### src/rtl/divider_arbiter_pkg.sv
// rtl/divider_arbiter_pkg.sv - shared types and defaults for the divider arbiter
package divider_arbiter_pkg;

  // Controller states; the 3-bit encoding is fixed so waveforms stay readable
  typedef enum logic [2:0] {
    IDLE   = 3'd0,
    CLEAR  = 3'd1,
    START  = 3'd2,
    WAIT   = 3'd3,
    RESULT = 3'd4
  } state_t;

  localparam int DEF_SIZE    = 10;
  localparam int DEF_NUM_REQ = 4;

endpackage

### src/rtl/divider_arbiter_rr_arbiter.sv
// rtl/divider_arbiter_rr_arbiter.sv - combinational round-robin pick starting after the pointer
module divider_arbiter_rr_arbiter
  import divider_arbiter_pkg::*;
#(
  parameter int NUM_REQ = DEF_NUM_REQ,
  parameter int IDX_W   = $clog2(DEF_NUM_REQ)
) (
  input  logic [NUM_REQ-1:0] req,
  input  logic [IDX_W-1:0]   ptr,
  output logic [NUM_REQ-1:0] grant,
  output logic [IDX_W-1:0]   idx,
  output logic               valid
);

  int               cand;
  logic [IDX_W-1:0] cand_idx;

  // Walk ptr+1, ptr+2, ... (wrapping) and take the first active request
  always_comb begin
    grant    = '0;
    idx      = '0;
    valid    = 1'b0;
    cand     = 0;
    cand_idx = '0;
    for (int k = 1; k <= NUM_REQ; k++) begin
      cand     = (int'(ptr) + k) % NUM_REQ;
      cand_idx = IDX_W'(cand);
      if (!valid && req[cand_idx]) begin
        valid           = 1'b1;
        idx             = cand_idx;
        grant[cand_idx] = 1'b1;
      end
    end
  end

endmodule

### src/rtl/divider_arbiter.sv
// rtl/divider_arbiter.sv - shares one divider among requesters; DIV_TIMEOUT_EN adds a WAIT watchdog
module divider_arbiter
  import divider_arbiter_pkg::*;
#(
  parameter int SIZE           = DEF_SIZE,
  parameter int NUM_REQ        = DEF_NUM_REQ,
  parameter int TIMEOUT_CYCLES = 1023
) (
  input  logic                    clk,
  input  logic                    reset_n,
  input  logic [NUM_REQ-1:0]      req,
  input  logic [NUM_REQ*SIZE-1:0] numerator_in,
  input  logic [NUM_REQ*SIZE-1:0] denominator_in,
  output logic [NUM_REQ-1:0]      grant,
  output logic [NUM_REQ-1:0]      result_valid,
  output logic [SIZE-1:0]         quotient_out,
  output logic [SIZE-1:0]         remainder_out,
  output logic                    div_by_zero,
  output logic                    timeout_err,
  output logic                    busy,
  output logic                    div_clear,
  output logic                    div_start,
  output logic [SIZE-1:0]         div_numerator,
  output logic [SIZE-1:0]         div_denominator,
  input  logic                    div_done,
  input  logic [SIZE-1:0]         div_quotient,
  input  logic [SIZE-1:0]         div_remainder
);

  localparam int               IDX_W   = $clog2(NUM_REQ);
  localparam logic [IDX_W-1:0] PTR_RST = IDX_W'(NUM_REQ - 1);

  if (NUM_REQ < 2 || NUM_REQ > 8 || TIMEOUT_CYCLES < 1) begin : g_bad_params
    $error("divider_arbiter: parameter out of range");
  end

  state_t             state, state_nxt;
  logic [IDX_W-1:0]   owner, ptr;
  logic [NUM_REQ-1:0] owner_oh;
  logic [NUM_REQ-1:0] arb_req, arb_grant;
  logic [IDX_W-1:0]   arb_idx;
  logic               arb_valid;
  logic [SIZE-1:0]    num_arr [NUM_REQ];
  logic [SIZE-1:0]    den_arr [NUM_REQ];
  logic [SIZE-1:0]    num_sel, den_sel;
  logic [SIZE-1:0]    res_q, res_r;
  logic               res_dbz;
  logic               timeout_hit;

  for (genvar i = 0; i < NUM_REQ; i++) begin : g_unpack
    assign num_arr[i] = numerator_in[i*SIZE +: SIZE];
    assign den_arr[i] = denominator_in[i*SIZE +: SIZE];
  end

  assign num_sel  = num_arr[arb_idx];
  assign den_sel  = den_arr[arb_idx];
  assign owner_oh = NUM_REQ'(1) << owner;
  assign busy     = (state != IDLE);

  // A requester whose result is being returned this cycle counts as released,
  // and nothing is granted while reset is held.
  assign arb_req = reset_n ? (req & ~result_valid) : '0;

  divider_arbiter_rr_arbiter #(
    .NUM_REQ (NUM_REQ),
    .IDX_W   (IDX_W)
  ) u_rr_arbiter (
    .req   (arb_req),
    .ptr   (ptr),
    .grant (arb_grant),
    .idx   (arb_idx),
    .valid (arb_valid)
  );

  // State register
  always_ff @(posedge clk or negedge reset_n) begin
    if (!reset_n) state <= IDLE;
    else          state <= state_nxt;
  end

  // Next-state decode plus the per-state strobes to requesters and divider
  always_comb begin
    state_nxt = state;
    grant     = '0;
    div_clear = 1'b0;
    div_start = 1'b0;
    case (state)
      IDLE: begin
        if (arb_valid) begin
          grant     = arb_grant;
          state_nxt = (den_sel == '0) ? RESULT : CLEAR;
        end
      end
      CLEAR: begin
        div_clear = 1'b1;
        state_nxt = START;
      end
      START: begin
        div_start = 1'b1;
        state_nxt = WAIT;
      end
      WAIT: begin
        if (div_done) begin
          state_nxt = RESULT;
        end else if (timeout_hit) begin
          div_clear = 1'b1;
          state_nxt = RESULT;
        end
      end
      RESULT:  state_nxt = IDLE;
      default: state_nxt = IDLE;
    endcase
  end

  // Capture the winner and its operands in IDLE, and the divider result in WAIT
  always_ff @(posedge clk or negedge reset_n) begin
    if (!reset_n) begin
      owner           <= '0;
      ptr             <= PTR_RST;
      div_numerator   <= '0;
      div_denominator <= '0;
      res_q           <= '0;
      res_r           <= '0;
      res_dbz         <= 1'b0;
    end else begin
      case (state)
        IDLE: begin
          if (arb_valid) begin
            owner           <= arb_idx;
            ptr             <= arb_idx;
            div_numerator   <= num_sel;
            div_denominator <= den_sel;
            if (den_sel == '0) begin
              res_q   <= '1;
              res_r   <= num_sel;
              res_dbz <= 1'b1;
            end else begin
              res_dbz <= 1'b0;
            end
          end
        end
        WAIT: begin
          if (div_done) begin
            res_q <= div_quotient;
            res_r <= div_remainder;
          end else if (timeout_hit) begin
            res_q <= '0;
            res_r <= '0;
          end
        end
        default: ;
      endcase
    end
  end

  // Present the staged result to the owner for one cycle; data holds afterwards
  always_ff @(posedge clk or negedge reset_n) begin
    if (!reset_n) begin
      result_valid  <= '0;
      quotient_out  <= '0;
      remainder_out <= '0;
      div_by_zero   <= 1'b0;
    end else if (state == RESULT) begin
      result_valid  <= owner_oh;
      quotient_out  <= res_q;
      remainder_out <= res_r;
      div_by_zero   <= res_dbz;
    end else begin
      result_valid  <= '0;
      div_by_zero   <= 1'b0;
    end
  end

`ifdef DIV_TIMEOUT_EN
  localparam int              CNT_W    = $clog2(TIMEOUT_CYCLES + 1);
  localparam logic [CNT_W-1:0] CNT_LAST = CNT_W'(TIMEOUT_CYCLES - 1);

  logic [CNT_W-1:0] wait_cnt;
  logic             res_tmo;

  assign timeout_hit = (state == WAIT) && !div_done && (wait_cnt == CNT_LAST);

  // Count cycles spent in WAIT; restarts from zero on every operation
  always_ff @(posedge clk or negedge reset_n) begin
    if (!reset_n)           wait_cnt <= '0;
    else if (state == WAIT) wait_cnt <= wait_cnt + 1'b1;
    else                    wait_cnt <= '0;
  end

  // Remember a watchdog abort and report it alongside result_valid
  always_ff @(posedge clk or negedge reset_n) begin
    if (!reset_n) begin
      res_tmo     <= 1'b0;
      timeout_err <= 1'b0;
    end else begin
      if (state == IDLE && arb_valid) res_tmo <= 1'b0;
      else if (timeout_hit)           res_tmo <= 1'b1;
      timeout_err <= (state == RESULT) ? res_tmo : 1'b0;
    end
  end
`else
  assign timeout_hit = 1'b0;
  assign timeout_err = 1'b0;
`endif

endmodule

### config.mk
export PLATFORM = sky130hd
export DESIGN_NAME = divider_arbiter
export DESIGN_NICKNAME = d
export VERILOG_FILES = /design/src/rtl/divider_arbiter_pkg.sv /design/src/rtl/divider_arbiter_rr_arbiter.sv /design/src/rtl/divider_arbiter.sv
export SDC_FILE = /design/constraint.sdc
export NUM_CORES = 1
export LEC_CHECK = 0
export BUFFER_PORTS_ARGS = -buffer_cell sky130_fd_sc_hd__buf_2
export CELL_PAD_IN_SITES_DETAIL_PLACEMENT = 1
export CELL_PAD_IN_SITES_GLOBAL_PLACEMENT = 1
export CORE_MARGIN = 2
export CORE_UTILIZATION = 37
export DETAILED_ROUTE_END_ITERATION = 10
export PLACE_DENSITY_LB_ADDON = 0.1
export SETUP_SLACK_MARGIN = 0.15
export SYNTH_ARGS = -nofsm -noshare
export SYNTH_HDL_FRONTEND = slang
export SYNTH_SLANG_ARGS = --single-unit
export TNS_END_PERCENT = 5
### constraint.sdc
create_clock -name clk -period 4.3 [get_ports clk]
set_input_delay 0.86 -clock clk [delete_from_list [all_inputs] [get_ports clk]]
set_output_delay 0.86 -clock clk [all_outputs]
set_load 0.005 [all_outputs]
==> flow_metrics.py, run 1 <==
metrics = {
    "logic_synthesis": {
        "synth_edf_count": 0,
        "synth_top_area_cell": "dfrtp_1",
        "syn_nets": 574,
        "yosysSeqAreaShare_pct": 41.6,
        "ys_warn_count": 0,
        "syn_inst": 459,
        "synth_cell_type_count": 49,
        "synth.most_common_cell": "dfrtp_1",
        "yosys-top-cells-count": "71 x dfrtp_1, 61 x nand2_1, 50 x o21ai_0",
        "syn-cell-area_um2": 4390,
        "synth_flop_cell": "dfrtp_1",
        "synthArstFlopShare_pct": 100,
        "ys_ff_latch": 73,
        "syn_area_per_cell_um2": 9.57,
        "synth.top_cell.area_share_pct": 40.4,
        "synth_area_leaders": "dfrtp_1 40%, mux2i_1 9.8%, mux2_2 7.7%",
    },
    "floorplan": {
        "die_area_um2": 12800,
        "start_util_pct": 38.1,
        "core_area_um2": 11500,
        "core.rowCount": 39,
        "die_w_um": 113,
        "ios": 160,
        "die_h_um": 113,
    },
    "sta": {
        "skew_ns": 0.00969,
        "worstMarginPinSlew_ns": 0.757,
        "setup_viol": 0,
        "finalMaxSlewViolations": 0,
        "timing.hold.ws_ns": 0.474,
        "fin_crit_sh_pct": 86.4,
        "hold_viol_final": 0,
        "rsz0062_at_grt": "false",
        "max_freq_mhz": 269,
        "setup_tns_ns": 0,
        "slew_headroom_pct": 49.5,
        "min_period_ns": 3.72,
    },
    "clock_network": {
        "post_cts_buffers": 0,
        "cts_sinks": 73,
        "ctsHtreeMaxLevel": 3,
        "clockBufferDepth": 2,
        "cts_tree": "yes",
        "clock_latency_ns": 0.34,
        "cts_resized": 0,
        "numCtsBuffers": 9,
        "path_clk_slew_ns": 0.06,
        "holdBufCountCts": 0,
        "cts-root-buf": "clkbuf_16",
    },
    "route": {
        "vias": 3996,
        "wl_per_cell_um": 17.7,
        "dr.pass1.iters": 7,
        "detail_route.drc_violations": 6,
        "drtIter0Drc": 131,
        "viasPerCell": 5.29,
        "routed_wl_um": 13300,
        "ant_nets": 0,
    },
    "placed_design": {
        "dp_hpwl_um": 10100,
        "dp.cells": 739,
        "io_buffers": 158,
        "routabilityCongestion": 0.825,
        "post_dp_cell_area_um2": 5280,
    },
    "final_layout": {
        "fin_nets": 722,
        "n_antenna_cell": 0,
        "final_area_um2": 5550,
        "final_layout_size_suffix_gt1_share_pct": 37.6,
        "finalNonFillerCells": 755,
        "area_growth_pct": 26.4,
    },
    "critical_path": {
        "cp-end-kind": "primary output",
        "critical-path-top-delay-family": "compound AO/OA/AOI/OAI gates",
        "cp_max_fo": 16,
        "arrival_ns": 2.86,
        "critPathBufInv": 3,
        "slowest_delay_ns": 0.76,
        "crit_path_start_kind": "register",
        "cp_common_cell": "inv_1",
        "critPathRequiredTime_ns": 3.44,
        "slowest_stage": "dfstp_2",
        "cp_cell_sequence": "inv_1 -> ha_1 -> inv_1 -> a211oi_2 -> a221oi_4 -> a222oi_1 -> a21oi_1 -> buf_2",
        "critical_path_class": "register to primary output",
        "regToRegSetupSlack_ns": 0.73,
    },
    "status": {
        "violations": "DRC",
        "status": "finished, violations left",
    },
    "job": {
        "cap_violations": 0,
    },
    "grt": {
        "grt_max_degree": 54,
        "grt_pass1_wl_um": 21900,
        "grt_pass1_vias": 4365,
        "grt-ovfl-total": 0,
        "grt.total_usage_pct": 21.6,
        "antenna_found_initial": 2,
    },
    "pwr": {
        "ir_worst_vdd_mv": 0.213,
        "cellPowerDensity_nw_per_um2": 665,
        "power.leakage_nw": 2.88,
    },
    "worst_hold_path": {
        "hp-class": "register to register",
    },
}
## final timing paths
kind / endpoint / from / depth (start not counted)
max: grant[2] / ptr[0]$_DFFE_PN1P_ / 8
min: quotient_out[9]$_DFFE_PN0P_ / quotient_out[9]$_DFFE_PN0P_ / 2
max reg2reg: res_r[7]$_DFFE_PN0P_ / ptr[0]$_DFFE_PN1P_ / 12
min reg2reg: quotient_out[9]$_DFFE_PN0P_ / quotient_out[9]$_DFFE_PN0P_ / 2
max in group asynchronous: state[0]$_DFFE_PN0P_ / reset_n / 2
min in group asynchronous: div_denominator[9]$_DFFE_PN0P_ / reset_n / 2
## metrics by stage
stage | power, W | setup slack [ns] | utilization (%)
floorplan | 0.00246 | 1.28 | -
global placement | 0.00296 | 0.916 | 45.9
detailed placement | 0.00304 | 0.739 | 45.9
CTS | 0.00375 | 0.582 | 48.2
global route | 0.00401 | 0.426 | 48.2
finish | 0.00369 | 0.584 | 48.2
## report_power, final
| part | switching, W | internal [W] |
|---|---|---|
| sequential | 0.000186 | 0.000987 |
| clock | 0.000300 | 0.000393 |
| combinational | 0.00102 | 0.000804 |
| total | 0.00151 | 0.00218 |
## worst min-delay path, stage by stage, from the launching register on
cell	delay, ns
dfrtp_1	0.34
nand2_1	0.05
o21ai_0	0.06
## cells in the final DEF, fill, tap and decap left out, types with 3 or more instances in the layout
cell type	instances
nand3_1	27
ha_1	8
a221oi_2	10
and3_1	5
mux2_2	30
dfrtp_1	71
inv_1	26
nor3b_1	3
buf_4	8
a21oi_1	14
nand2b_1	6
nor3_1	9
clkbuf_16	9
buf_2	157
nor2b_1	3
o211ai_1	3
nor2_1	17
nor4_1	4
a222oi_1	4
mux2i_1	43
o21ai_0	50
nand2_1	61
o21ai_1	3
## kinds of logic after synthesis
family,share of synthesized area (%)
other cells,0.0854
fa+ha+maj,2.28
compound gates,16.7
simple gates,15.8
xor+xnor,0.199
flops,41.6
buf+inv,5.81
mux,17.5
## layer usage
metal	track usage, %	up-vias	share of wire [%]
met4	6.75	2	1.5
met2	40.0	92	52
met1	24.1	1960	40
met3	5.73	19	5.7
met5	0	-	0.12
li1	-	1923	-
## area by class of cell
type                       instances  area (um2)
fill                            1378        5960
multi-input combinational        331        2310
sequential                        73        1830
timing repair buffer             166         866
clock buffer                      10         229
tap                              143         179
inverter                          26        97.6
clock inverter                     6        42.5
## registers in the layout, indices dropped and copies added (netlist names)
signal,cells
res_r,10
state,3
div_by_zero,1
quotient_out,10
div_numerator,10
div_denominator,10
owner,2
res_q,10
res_dbz,1
result_valid,4
ptr,2
remainder_out,10
Note: power is estimated with default switching activity, not from simulation.
==> run 2: changes to the inputs <==
Settings changed: BUFFER_PORTS_ARGS -buffer_cell sky130_fd_sc_hd__buf_2 to default, CORE_UTILIZATION 37 to 45, DONT_BUFFER_PORTS from default to 1, REMOVE_ABC_BUFFERS from default to 1.
==> flow_metrics.py, run 2 (synthesized netlist as in run 1, its figures left out) <==
metrics = {
    "grt": {
        "grt_pass1_wl_um": 17000,
        "grt.total_usage_pct": 20.9,
        "grt-ovfl-total": 0,
        "antenna_found_initial": 0,
        "grt_pass1_vias": 3468,
        "grt_max_degree": 81,
    },
    "placed_design": {
        "routabilityCongestion": 0.829,
        "dp_hpwl_um": 8110,
        "dp.cells": 570,
        "io_buffers": 0,
    },
    "final_layout": {
        "fin_nets": 564,
        "finalNonFillerCells": 587,
        "final_common_cell": "dfrtp_1",
        "final_cell_mix": "71 x dfrtp_1, 61 x nand2_1, 50 x o21ai_0",
        "multiInputGateArea_um2": 2320,
        "final_layout_size_suffix_gt1_share_pct": 16.1,
        "n_antenna_cell": 0,
        "register_area_um2": 1830,
        "area_growth_pct": 5.90,
        "num-fill-cells": 1145,
    },
    "route": {
        "viasPerCell": 5.77,
        "dr.pass1.iters": 4,
        "routed_wl_um": 11300,
        "ant_nets": 0,
        "vias": 3388,
        "wl_per_cell_um": 19.3,
        "drtIter0Drc": 95,
        "detail_route.drc_violations": 0,
    },
    "clock_network": {
        "cts_sinks": 73,
        "clock_latency_ns": 0.35,
        "numCtsBuffers": 9,
        "cts_tree": "yes",
        "clockBufferDepth": 2,
        "ctsHtreeMaxLevel": 3,
        "holdBufCountCts": 0,
        "cts_resized": 0,
        "path_clk_slew_ns": 0.09,
        "post_cts_buffers": 0,
        "cts-root-buf": "clkbuf_8",
    },
    "pwr": {
        "power.switching_w": 0.00142,
        "p_clk_share_pct": 15.7,
        "cellPowerDensity_nw_per_um2": 702,
        "intPower_w": 0.00185,
        "combPwrFrac_pct": 46.8,
        "power_frac_seq_pct": 37.6,
        "p_sw_share_pct": 43.3,
        "power.leakage_nw": 2.17,
        "ir_worst_vdd_mv": 0.326,
    },
    "critical_path": {
        "critPathRequiredTime_ns": 4.53,
        "slowest_stage": "dfstp_2",
        "critPathBufInv": 3,
        "regToRegSetupSlack_ns": 0.46,
        "crit_path_start_kind": "register",
        "arrival_ns": 4.07,
        "cp_common_cell": "inv_1",
        "critical-path-top-delay-family": "compound AO/OA/AOI/OAI gates",
        "critical_path_class": "register to register",
        "cp_cell_sequence": "inv_1 -> ha_1 -> inv_1 -> a211oi_2 -> a221oi_4 -> o211ai_2 -> o31ai_4 -> buf_4 -> mux2_2 -> a221oi_2 -> mux2i_1",
        "reg2reg_depth": 11,
        "cp-end-kind": "register",
        "r2r-end": "res_r[2]$_DFFE_PN0P_",
        "cp_max_fo": 17,
        "worstReg2RegStart": "ptr[0]$_DFFE_PN1P_",
        "slowest_delay_ns": 0.80,
        "startpoint": "ptr[0]$_DFFE_PN1P_",
        "crit_cells": 11,
        "endpoint": "res_r[2]$_DFFE_PN0P_",
    },
    "sta": {
        "slew_headroom_pct": 25.9,
        "min_period_ns": 3.84,
        "finalMaxSlewViolations": 0,
        "skew_ns": 0.0139,
        "max_freq_mhz": 260,
        "setup_viol": 0,
        "worstMarginPinSlew_ns": 1.10,
        "hold_viol_final": 0,
        "fin_crit_sh_pct": 89.3,
        "setup_tns_ns": 0,
        "rsz0062_at_grt": "false",
    },
    "status": {
        "status": "completed",
    },
    "worst_hold_path": {
        "hp-class": "input port to asynchronous set/reset pin",
    },
    "floorplan": {
        "start_util_pct": 45.6,
        "core.rowCount": 36,
        "core_area_um2": 9640,
        "ios": 160,
        "die_h_um": 103,
        "die_w_um": 103,
        "die_area_um2": 10600,
    },
    "job": {
        "cap_violations": 0,
    },
}
==> run 2: cell count changes in the layout (fill, tap and decap cells not counted), sizes merged <==
| cell | before | now |
|---|---|---|
| clkbuf | 10 | 9 |
| clkinv | 2 | 0 |
| o31ai | 1 | 2 |
| inv | 28 | 30 |
| clkinvlp | 2 | 3 |
| buf | 166 | 7 |
==> run 2: worst reg2reg max path, cell delays in order (launching register included) <==
cell and delay, ns:
dfstp_2 0.80, inv_1 0.21, ha_1 0.36, inv_1 0.18, a211oi_2 0.10, a221oi_4 0.49
o211ai_2 0.26, o31ai_4 0.22, buf_4 0.36, mux2_2 0.39, a221oi_2 0.24, mux2i_1 0.12
==> run 2: worst min path at each step <==
stage | startpoint | end | slack (ns)
3_3_place_gp | owner[1]$_DFFE_PN0P_ | result_valid[1]$_DFF_PN0_ | 0.49
6_report | reset_n | res_q[2]$_DFFE_PN0P_ | 0.20
4_1_cts | reset_n | remainder_out[9]$_DFFE_PN0P_ | 0.17
2_1_floorplan | owner[1]$_DFFE_PN0P_ | result_valid[1]$_DFF_PN0_ | 0.45
5_1_grt | reset_n | remainder_out[9]$_DFFE_PN0P_ | 0.17
3_5_place_dp | owner[1]$_DFFE_PN0P_ | result_valid[1]$_DFF_PN0_ | 0.49
==> run 2: metrics by stage <==
stage               util, %  worst slack [ns]  total power (W)  hold slack, ns  area, um2
finish                 48.3             0.459          0.00327           0.196       4650
global route           48.3             0.201          0.00356           0.174       4650
CTS                    48.1             0.211          0.00329           0.173       4640
detailed placement     46.2             0.185          0.00277           0.487       4460
global placement       46.2             0.397          0.00270           0.486       4460
floorplan                 -             0.172          0.00238           0.448       4240
==> run 2: power by group through the flow <==
stage | sequential [W] | combinational (W) | clock, W
after CTS | 0.00123 | 0.00153 | 0.000529
after global routing | 0.00128 | 0.00173 | 0.000556
after global placement | 0.00123 | 0.00147 | 0
final | 0.00123 | 0.00153 | 0.000511
after floorplan | 0.00116 | 0.00122 | 0
after detailed placement | 0.00124 | 0.00153 | 0
==> run 2: metal layers <==
layer | track usage, % | part of all wire (%) | vias to the layer above
met1 | 27.5 | 42 | 1652
met4 | 6.88 | 1.5 | 0
met3 | 6.71 | 7.6 | 13
met5 | 0 | 0 | -
li1 | - | - | 1612
met2 | 32.8 | 48 | 111
==> run 2: cell type report <==
class | instances | area share (%)
clock buffers | 9 | 2.66
clock inverters | 7 | 1.29
inverters | 26 | 2.10
multi-input cells | 332 | 49.9
flip-flops and latches | 73 | 39.3
well taps | 133 | 3.58
repair buffers | 7 | 1.13
